[src/rtl/vtx_clip_fifo_if.sv]
// Vertex stream bundle for vtx_clip_fifo: transform-side input, FWFT ready/valid output and status.
// cull_cnt exists only when CLIP_CULL_EN is defined.
interface vtx_clip_fifo_if #(
    parameter int IDW   = 8,
    parameter int DEPTH = 8
);
    localparam int CW = $clog2(DEPTH) + 1;

    logic            in_valid;
    logic [IDW-1:0]  in_vertex_id;
    logic [31:0]     ix, iy, iz, iw;

    logic            out_valid;
    logic            out_ready;
    logic [IDW-1:0]  out_vertex_id;
    logic [31:0]     ox, oy, oz, ow;
    logic [5:0]      out_clip;

    logic [CW-1:0]   count;
    logic            almost_full;
    logic            overflow;
`ifdef CLIP_CULL_EN
    logic [15:0]     cull_cnt;

    modport master (
        output in_valid, in_vertex_id, ix, iy, iz, iw, out_ready,
        input  out_valid, out_vertex_id, ox, oy, oz, ow, out_clip,
        input  count, almost_full, overflow, cull_cnt
    );
    modport slave (
        input  in_valid, in_vertex_id, ix, iy, iz, iw, out_ready,
        output out_valid, out_vertex_id, ox, oy, oz, ow, out_clip,
        output count, almost_full, overflow, cull_cnt
    );
`else
    modport master (
        output in_valid, in_vertex_id, ix, iy, iz, iw, out_ready,
        input  out_valid, out_vertex_id, ox, oy, oz, ow, out_clip,
        input  count, almost_full, overflow
    );
    modport slave (
        input  in_valid, in_vertex_id, ix, iy, iz, iw, out_ready,
        output out_valid, out_vertex_id, ox, oy, oz, ow, out_clip,
        output count, almost_full, overflow
    );
`endif
endinterface

[src/rtl/vtx_clip_fifo.sv]
// Frustum outcode stage plus FWFT vertex FIFO after the clip-space transform.
// Optional CLIP_CULL_EN drops trivially rejected vertices and counts them in cull_cnt.
module vtx_clip_fifo #(
    parameter int IDW       = 8,
    parameter int DEPTH     = 8,
    parameter int AF_MARGIN = 5
) (
    input logic           clk,
    input logic           rst_n,
    vtx_clip_fifo_if.slave bus
);
    localparam int AW = $clog2(DEPTH);
    localparam int CW = AW + 1;
    localparam int EW = IDW + 4 * 32 + 6;

    // Sign-magnitude less-than; +0 and -0 compare equal.
    function automatic logic fpLt(input logic [31:0] a, input logic [31:0] b);
        logic r;
        if (a[30:0] == 31'd0 && b[30:0] == 31'd0) r = 1'b0;
        else if (a[31] != b[31])                   r = a[31];
        else if (!a[31])                           r = (a[30:0] < b[30:0]);
        else                                       r = (a[30:0] > b[30:0]);
        return r;
    endfunction

    function automatic logic isNan(input logic [31:0] a);
        return (a[30:23] == 8'hFF) && (a[22:0] != 23'd0);
    endfunction

    logic [31:0]    w_negW;
    logic [5:0]     w_clip;

    always_comb begin
        w_negW = {~bus.iw[31], bus.iw[30:0]};
        if (isNan(bus.ix) || isNan(bus.iy) || isNan(bus.iz) || isNan(bus.iw)) begin
            w_clip = 6'h3F;
        end else begin
            w_clip[0] = fpLt(bus.ix, w_negW);
            w_clip[1] = fpLt(bus.iw, bus.ix);
            w_clip[2] = fpLt(bus.iy, w_negW);
            w_clip[3] = fpLt(bus.iw, bus.iy);
            w_clip[4] = fpLt(bus.iz, w_negW);
            w_clip[5] = fpLt(bus.iw, bus.iz);
        end
    end

    logic           r_s1Valid;
    logic [IDW-1:0] r_s1Id;
    logic [31:0]    r_s1X, r_s1Y, r_s1Z, r_s1W;
    logic [5:0]     r_s1Clip;

    always_ff @(posedge clk or negedge rst_n) begin
        if (!rst_n) begin
            r_s1Valid <= 1'b0;
            r_s1Id    <= '0;
            r_s1X     <= '0;
            r_s1Y     <= '0;
            r_s1Z     <= '0;
            r_s1W     <= '0;
            r_s1Clip  <= '0;
        end else begin
            r_s1Valid <= bus.in_valid;
            r_s1Id    <= bus.in_vertex_id;
            r_s1X     <= bus.ix;
            r_s1Y     <= bus.iy;
            r_s1Z     <= bus.iz;
            r_s1W     <= bus.iw;
            r_s1Clip  <= w_clip;
        end
    end

    logic           w_cull;
`ifdef CLIP_CULL_EN
    // Reject when a vertex sits outside both planes of one axis, or behind the eye.
    assign w_cull = (r_s1Clip[0] & r_s1Clip[1]) | (r_s1Clip[2] & r_s1Clip[3]) |
                    (r_s1Clip[4] & r_s1Clip[5]) | (r_s1W[31] && r_s1W[30:0] != 31'd0);
`else
    assign w_cull = 1'b0;
`endif

    logic [EW-1:0]  r_mem [DEPTH];
    logic [AW:0]    r_wrPtr, r_rdPtr;
    logic [CW-1:0]  r_count, w_countNext;
    logic           r_almostFull, r_overflow;
    logic           w_push, w_pop, w_write, w_empty, w_full;
    logic [EW-1:0]  w_s1Entry, w_head;

    assign w_s1Entry = {r_s1Id, r_s1X, r_s1Y, r_s1Z, r_s1W, r_s1Clip};
    assign w_empty   = (r_count == '0);
    assign w_full    = (r_count == CW'(DEPTH));
    assign w_push    = r_s1Valid && !w_cull;
    assign w_pop     = !w_empty && bus.out_ready;
    // A pop in the same cycle frees the slot, so a full FIFO can still accept.
    assign w_write   = w_push && (!w_full || w_pop);

    always_comb begin
        w_countNext = r_count;
        if (w_write && !w_pop)      w_countNext = r_count + CW'(1);
        else if (!w_write && w_pop) w_countNext = r_count - CW'(1);
    end

    always_ff @(posedge clk) begin
        if (w_write) r_mem[r_wrPtr[AW-1:0]] <= w_s1Entry;
    end

    always_ff @(posedge clk or negedge rst_n) begin
        if (!rst_n) begin
            r_wrPtr      <= '0;
            r_rdPtr      <= '0;
            r_count      <= '0;
            r_almostFull <= 1'b0;
            r_overflow   <= 1'b0;
        end else begin
            if (w_write) r_wrPtr <= r_wrPtr + 1'b1;
            if (w_pop)   r_rdPtr <= r_rdPtr + 1'b1;
            r_count      <= w_countNext;
            r_almostFull <= (w_countNext >= CW'(DEPTH - AF_MARGIN));
            if (w_push && !w_write) r_overflow <= 1'b1;
        end
    end

`ifdef CLIP_CULL_EN
    logic [15:0]    r_cullCnt;

    always_ff @(posedge clk or negedge rst_n) begin
        if (!rst_n) begin
            r_cullCnt <= '0;
        end else if (r_s1Valid && w_cull && r_cullCnt != 16'hFFFF) begin
            r_cullCnt <= r_cullCnt + 16'd1;
        end
    end

    assign bus.cull_cnt = r_cullCnt;
`endif

    assign w_head = w_empty ? '0 : r_mem[r_rdPtr[AW-1:0]];

    assign bus.out_valid     = !w_empty;
    assign bus.out_vertex_id = w_head[EW-1 -: IDW];
    assign bus.ox            = w_head[6+127 -: 32];
    assign bus.oy            = w_head[6+95 -: 32];
    assign bus.oz            = w_head[6+63 -: 32];
    assign bus.ow            = w_head[6+31 -: 32];
    assign bus.out_clip      = w_head[5:0];
    assign bus.count         = r_count;
    assign bus.almost_full   = r_almostFull;
    assign bus.overflow      = r_overflow;
endmodule

[src/flat_wrapper.sv]
// flat-port wrapper written by rule: the top's interface ports become plain ports
module vtx_clip_fifo_flat 
#(
    parameter int IDW       = 8,
    parameter int DEPTH     = 8,
    parameter int AF_MARGIN = 5
)
  (clk, rst_n, bus_in_valid, bus_in_vertex_id, bus_ix, bus_iy, bus_iz, bus_iw, bus_out_ready, bus_out_valid, bus_out_vertex_id, bus_ox, bus_oy, bus_oz, bus_ow, bus_out_clip, bus_count, bus_almost_full, bus_overflow);
  vtx_clip_fifo_if #(.IDW(IDW), .DEPTH(DEPTH)) bus_i ();
  input logic clk;
  input logic rst_n;
  input wire logic [$bits(bus_i.in_valid)-1:0] bus_in_valid;
  input wire logic [$bits(bus_i.in_vertex_id)-1:0] bus_in_vertex_id;
  input wire logic [$bits(bus_i.ix)-1:0] bus_ix;
  input wire logic [$bits(bus_i.iy)-1:0] bus_iy;
  input wire logic [$bits(bus_i.iz)-1:0] bus_iz;
  input wire logic [$bits(bus_i.iw)-1:0] bus_iw;
  input wire logic [$bits(bus_i.out_ready)-1:0] bus_out_ready;
  output wire logic [$bits(bus_i.out_valid)-1:0] bus_out_valid;
  output wire logic [$bits(bus_i.out_vertex_id)-1:0] bus_out_vertex_id;
  output wire logic [$bits(bus_i.ox)-1:0] bus_ox;
  output wire logic [$bits(bus_i.oy)-1:0] bus_oy;
  output wire logic [$bits(bus_i.oz)-1:0] bus_oz;
  output wire logic [$bits(bus_i.ow)-1:0] bus_ow;
  output wire logic [$bits(bus_i.out_clip)-1:0] bus_out_clip;
  output wire logic [$bits(bus_i.count)-1:0] bus_count;
  output wire logic [$bits(bus_i.almost_full)-1:0] bus_almost_full;
  output wire logic [$bits(bus_i.overflow)-1:0] bus_overflow;
  assign bus_i.in_valid = bus_in_valid;
  assign bus_i.in_vertex_id = bus_in_vertex_id;
  assign bus_i.ix = bus_ix;
  assign bus_i.iy = bus_iy;
  assign bus_i.iz = bus_iz;
  assign bus_i.iw = bus_iw;
  assign bus_i.out_ready = bus_out_ready;
  assign bus_out_valid = bus_i.out_valid;
  assign bus_out_vertex_id = bus_i.out_vertex_id;
  assign bus_ox = bus_i.ox;
  assign bus_oy = bus_i.oy;
  assign bus_oz = bus_i.oz;
  assign bus_ow = bus_i.ow;
  assign bus_out_clip = bus_i.out_clip;
  assign bus_count = bus_i.count;
  assign bus_almost_full = bus_i.almost_full;
  assign bus_overflow = bus_i.overflow;
  vtx_clip_fifo #(.IDW(IDW), .DEPTH(DEPTH), .AF_MARGIN(AF_MARGIN)) u_core (.clk(clk), .rst_n(rst_n), .bus(bus_i));
endmodule
[config.mk]
export PLATFORM = sky130hd
export DESIGN_NAME = vtx_clip_fifo_flat
export DESIGN_NICKNAME = d
export VERILOG_FILES = /design/src/rtl/vtx_clip_fifo_if.sv /design/src/rtl/vtx_clip_fifo.sv /design/src/flat_wrapper.sv
export SDC_FILE = /design/constraint.sdc
export NUM_CORES = 1
export LEC_CHECK = 0
export ABC_AREA = 1
export CORE_AREA = 2 2 338 340
export CTS_CLUSTER_DIAMETER = 150
export DETAILED_ROUTE_END_ITERATION = 16
export DIE_AREA = 0 0 340 342
export HOLD_SLACK_MARGIN = 0.08
export MAX_ROUTING_LAYER = met4
export PLACE_DENSITY_LB_ADDON = 0.3
export SYNTH_ARGS = -nofsm -noshare
export SYNTH_HDL_FRONTEND = slang
export SYNTH_SLANG_ARGS = --single-unit
[constraint.sdc]
create_clock -name clk -period 12.31 [get_ports clk]
set_input_delay 3.693 -clock clk [delete_from_list [all_inputs] [get_ports clk]]
set_output_delay 3.693 -clock clk [all_outputs]
set_load 0.01 [all_outputs]
After elaboration in Yosys (flattened, before gate mapping)
Memories as Yosys holds them, arrays and structs flattened. Index checks and enable logic that the tools add are counted.

Bitwise operators: 1. $lt $le $gt $ge: 13. Muxes and demuxes: 24. Eq/ne operators: 11. Reductions and logical operators: 29. $add $sub $neg: 4.

Operators with widths (count): $gt A31 B31 Y1 (6); $lt A31 B31 Y1 (6); $mux W142 (1); $logic_not A31 Y1 (4); $reduce_bool A23 Y1 (4); $eq A8 B8 Y1 const B (4); $mux W1 (20); $add A4 B1 Y4 const B (3); $logic_and A1 B1 Y1 (12); $mux W4 (2); $mux W6 (1); $ne A1 B1 Y1 (6); $eq A4 B4 Y1 const B (1); $ge A4 B2 Y1 const B (1); $logic_not A1 Y1 (4); $logic_not A4 Y1 (1); $logic_or A1 B1 Y1 (4); $sub A4 B1 Y4 const B (1); $not A1 Y1 (1).

Memories kept: 1. RAM bits: 1136. Word-level logic and storage cells: 95. Flip-flop bits (word level): 157. Output and inout port bits: 149. Input port bits: 140.

Memories: u_core.r_mem (words 8, width 142, rd ports 1, clocked after Yosys merged registers in 0, write ports 1, RTL line vtx_clip_fifo.sv:81) `logic [EW-1:0] r_mem [DEPTH];`.

Longest topological paths before layout
Depth after elaboration: 10. Mapped depth: 15. Depth with buffers taken out: 15.

Worst setup path before layout
Ideal clock, no wire load.

Path type: input-to-reg. From: in bus_out_ready. To: mem u_core.r_mem[0][0] (netlist name), enable pin. Setup slack: 1.510 ns. Arrival: 10.155 ns. Stages: 5. Cells stage by stage: nor3_4 -> nor2_4 -> inv_1 -> or2_2 -> nor2_1.

Word-level cells in the longest chain between the ends: 5.

Ends and longest elaborated chain: start, declared (RTL line flat_wrapper.sv:18) `input wire logic [$bits(bus_i.out_ready)-1:0] bus_out_ready;`; $logic_and A1 B1 Y1 (RTL line vtx_clip_fifo.sv:92) `assign w_pop = !w_empty && bus.out_ready;`; $logic_or A1 B1 Y1 (RTL line vtx_clip_fifo.sv:94) `assign w_write = w_push && (!w_full || w_pop);`; $logic_and A1 B1 Y1 (RTL line vtx_clip_fifo.sv:94); $mux W1 (RTL line vtx_clip_fifo.sv:103) `if (w_write) r_mem[r_wrPtr[AW-1:0]] <= w_s1Entry;`; $mux W1 (implied by the code) (RTL line vtx_clip_fifo.sv:103); end, declared (RTL line vtx_clip_fifo.sv:81).

Every way passes these cells.

Worst setup path after layout
From: reg u_core.r_rdPtr[0]. To: out bus_out_clip[3].

Word-level cells in the longest chain between the ends: 2.

Ends and longest elaborated chain: start, declared (RTL line vtx_clip_fifo.sv:82) `logic [AW:0] r_wrPtr, r_rdPtr;`; start signal, assigned (RTL line vtx_clip_fifo.sv:115) `if (w_pop) r_rdPtr <= r_rdPtr + 1'b1;`; $mem_v2 Z8 W142; $mux W142 (RTL line vtx_clip_fifo.sv:136) `assign w_head = w_empty ? '0 : r_mem[r_rdPtr[AW-1:0]];`; end, declared (RTL line flat_wrapper.sv:25) `output wire logic [$bits(bus_i.out_clip)-1:0] bus_out_clip;`.

Every way passes these cells.

==> metrics.md <==
| Metric | Value |
|---|---|
| Mapped Avg Cell Area | `12.9 um2` |
| Wire per inst | `23.6 um` |
| DRC Markers | `0` |
| Worst Reg-to-Reg Cells | `10` |
| Static Leak | `0.0207 uW` |
| Mapped Cells | `3999` |
| Worst setup SP type | `flip-flop` |
| Post-CTS setup buffers | `0` |
| Skew final | `29.4 ps` |
| Post-layout min period | `8510 ps` |
| Vias in the first global route | `30800` |
| Largest net degree at the start of global routing | `210` |
| Yosys reg bits | `1291` |
| Die H | `342 um` |
| Area growth syn-to-layout | `16.5%` |
| Root Buffer | `clkbuf_16` |
| Die ar. | `0.116 mm2` |
| Family with the most delay on the worst path | `buffers and inverters` |
| CP Data Required Time | `8620 ps` |
| CP Capture Type | `output port` |
| Final WL | `139000 um` |
| Hold path cells | `1` |
| Crit-path max cell delay | `850 ps` |
| Final Setup Violations | `0` |
| Clock transition at path regs | `60 ps` |
| Sink Count | `1291` |
| Worst EP arrival | `4810 ps` |
| Power Density | `243 mW/mm2` |
| Resize count post-CTS | `0` |
| Fillers | `9302` |
| Highest clock rate | `0.118 GHz` |
| Grt total ovfl | `0` |
| Share of cells above drive strength 1 | `0.0613` |
| Cells along the critical path | `inv_8, buf_4, o21ai_0, o22ai_1, o21ai_0, a31oi_1, clkdlybuf4s50_1` |
| Register area share after synthesis | `0.739` |
| Min-delay worst type | `flip-flop to flip-flop` |
| Worst Path Buf+Inv | `3` |
| Via count | `32700` |
| Slew Limit Fails | `0` |
| Port Buffers | `288` |
| Register Area | `0.0380 mm2` |
| Post-synth EDFFs | `1136` |
| Synthesized Nets | `4236` |
| CTS Buf Count | `136` |
| Crit share post-route | `0.691` |
| Chip width | `340 um` |
| Worst Max-Slew Pin Slew | `1100 ps` |
| Async set or reset register ratio after synthesis | `0.120` |
| Clock tree buffer depth | `3` |
| Io pins | `289` |
| Max-capacitance violation count | `0` |
| Clk_lat worst skew | `730 ps` |
| GPL Wtd Cong | `0.855` |
| Worst relative slew slack | `0.265` |
| Final Hold Fails | `0` |
| ANT nets after route | `0` |
| Total negative setup slack | `0 ps` |
| Initial antenna violation count | `39` |
| DR iter-0 viols | `3222` |
| RSZ-0062 raised after global routing | `false` |
| Multi-input logic area | `0.0117 mm2` |
| CTS tree | `done` |
| FP Rows | `124` |
| Unique masters post-synth | `37` |
| Core area | `0.113 mm2` |
| Global-route wire length before repair | `204000 um` |
| Slowest cell on the critical path | `buf_4` |
| Stages on worst setup path | `7` |
| HPWL Detailed | `78200 um` |
| Crit Path Class | `flip-flop to output port` |
| Tot Pwr | `14600 uW` |
| Reg2Reg Setup Slack | `8330 ps` |
| Status | `complete, no violations` |
| WHS | `514 ps` |
| Starting Density | `0.455` |
| Nets | `4469` |
| DRT Pass-1 Iters | `7` |
| Number of hold buffers added after CTS | `0` |
| Via density | `5.55` |
| Synth warnings | `0` |
| Crit-path max FO | `173` |
| Post-Synthesis Cell Area | `0.0514 mm2` |
| H-tree Lvls | `4` |
| VDD IR max | `0.000189 V` |
| Overall global routing resource usage | `0.244` |
| Synth Flop Type | `edfxtp_1` |
| Crit-path most repeated cell | `o21ai_0` |
## stage by stage
step	cell area, um2	setup slack (ps)	std cells	util
after global routing	59900	3510	5883	0.529
after CTS	59800	3830	5854	0.529
final	59900	3800	5883	0.529
after global placement	55300	4640	5606	0.489
after detailed placement	55300	4640	5606	0.489
after floorplan	51400	1510	3999	-
## power by group
group          switching (uW)  internal (uW)  leakage, uW
clock network            1660           2410      0.00218
logic                    3130           1830      0.00638
registers                 221           5320       0.0121
## cells in the final DEF (no fill, tap or decap), drive strengths merged
master	netlist	final
and2	1	1
diode	0	29
nand3b	2	2
nor3b	2	2
buf	118	42
nand3	17	17
o21ai	714	714
o211ai	1	1
ha	97	97
clkbuf	117	197
a31oi	142	142
nand2	195	195
dfrtp	155	155
a21o	7	7
clkinv	0	34
nor2	934	934
inv	125	130
clkdlybuf4s50	0	287
clkinvlp	0	4
xor2	7	7
nor4	2	2
xnor2	1	1
nand4	28	28
or2	3	3
o22ai	142	142
a21oi	37	37
nor3	16	16
bufinv	0	9
edfxtp	1136	1136
## flip-flops by register name, summed over array words and instances (netlist names), 3 cells and up
| signal | cells |
|---|---|
| u_core.r_s1Z | 32 |
| u_core.r_rdPtr | 3 |
| u_core.r_s1Id | 8 |
| u_core.r_s1Y | 32 |
| u_core.r_s1X | 32 |
| u_core.r_wrPtr | 3 |
| u_core.r_s1Clip | 6 |
| u_core.r_mem | 1136 |
| u_core.r_s1W | 32 |
| u_core.bus.count | 4 |
## metal layers
metal / track usage / routed length, um / up-vias
met3: 0.0483 / 10600 / 246
li1: - / - / 15000
met4: 0.0921 / 4640 / 0
met2: 0.367 / 64700 / 1276
met1: 0.329 / 59100 / 16100
met5: - / 0 / -
## kinds of logic (layout without fill, tap and decap cells)
logic type / Yosys count / in the layout / share of synthesized area
XOR/XNOR: 8 / 8 / 0.00151
buffers and inverters: 360 / 703 / 0.0353
AO/OA/AOI/OAI: 1043 / 1043 / 0.109
other: 0 / 29 / 0
flip-flops: 1291 / 1291 / 0.739
AND/OR/NAND/NOR: 1200 / 1200 / 0.0917
adder cells (fa/ha/maj): 97 / 97 / 0.0236
## cells in the mapped netlist, types with 2 or more instances
library cell / number / area [um2]
nand3_1: 16 / 80.1
inv_2: 6 / 22.5
buf_6: 40 / 450
nor3_1: 15 / 75.1
clkbuf_2: 4 / 20.0
nor2_1: 931 / 3490
nand2_1: 193 / 724
o22ai_1: 142 / 888
a31oi_1: 142 / 888
a21oi_1: 37 / 185
a21o_1: 7 / 52.6
edfxtp_1: 1136 / 34100
nor3b_1: 2 / 15.0
xor2_1: 6 / 52.6
nand3b_1: 2 / 15.0
o21ai_1: 225 / 1130
clkbuf_1: 113 / 424
buf_2: 33 / 165
inv_1: 119 / 447
ha_1: 97 / 1210
or2_2: 3 / 18.8
nand4_1: 28 / 175
dfrtp_1: 155 / 3880
buf_4: 25 / 188
o21ai_0: 489 / 2450
buf_8: 2 / 30.0
nor2_4: 2 / 22.5
nor4_1: 2 / 12.5
buf_1: 18 / 67.6
nand2_4: 2 / 22.5
## path summary, 6_finish.rpt
| path | start | endpoint |
|---|---|---|
| min reg2reg | u_core.bus.overflow | u_core.bus.overflow |
| min | u_core.bus.overflow | u_core.bus.overflow |
| max | u_core.r_rdPtr[0] | bus_out_clip[3] |
| max in group asynchronous | rst_n | u_core.r_s1X[22] |
| min in group asynchronous | rst_n | u_core.bus.count[1] |
| max reg2reg | u_core.bus.count[0] | u_core.r_mem[6][72] |
## cell type report
type                    count  share of cell area
flip-flops and latches   1291               0.635
multi-input cells        2348               0.195
clock buffers             196              0.0654
repair buffers            330              0.0549
well taps                1512              0.0316
clock inverters            52             0.00928
inverters                 125             0.00821
diodes                     29             0.00121
## worst register-to-register path: cells and delay by family (launching register included)
kind	cells	cell delay (ps)
DFF	1	390
and+or+nand+nor	5	1370
adders and majority gates	1	280
buffers and inverters	4	1580
No activity file was read; power rests on OpenSTA's default activity.
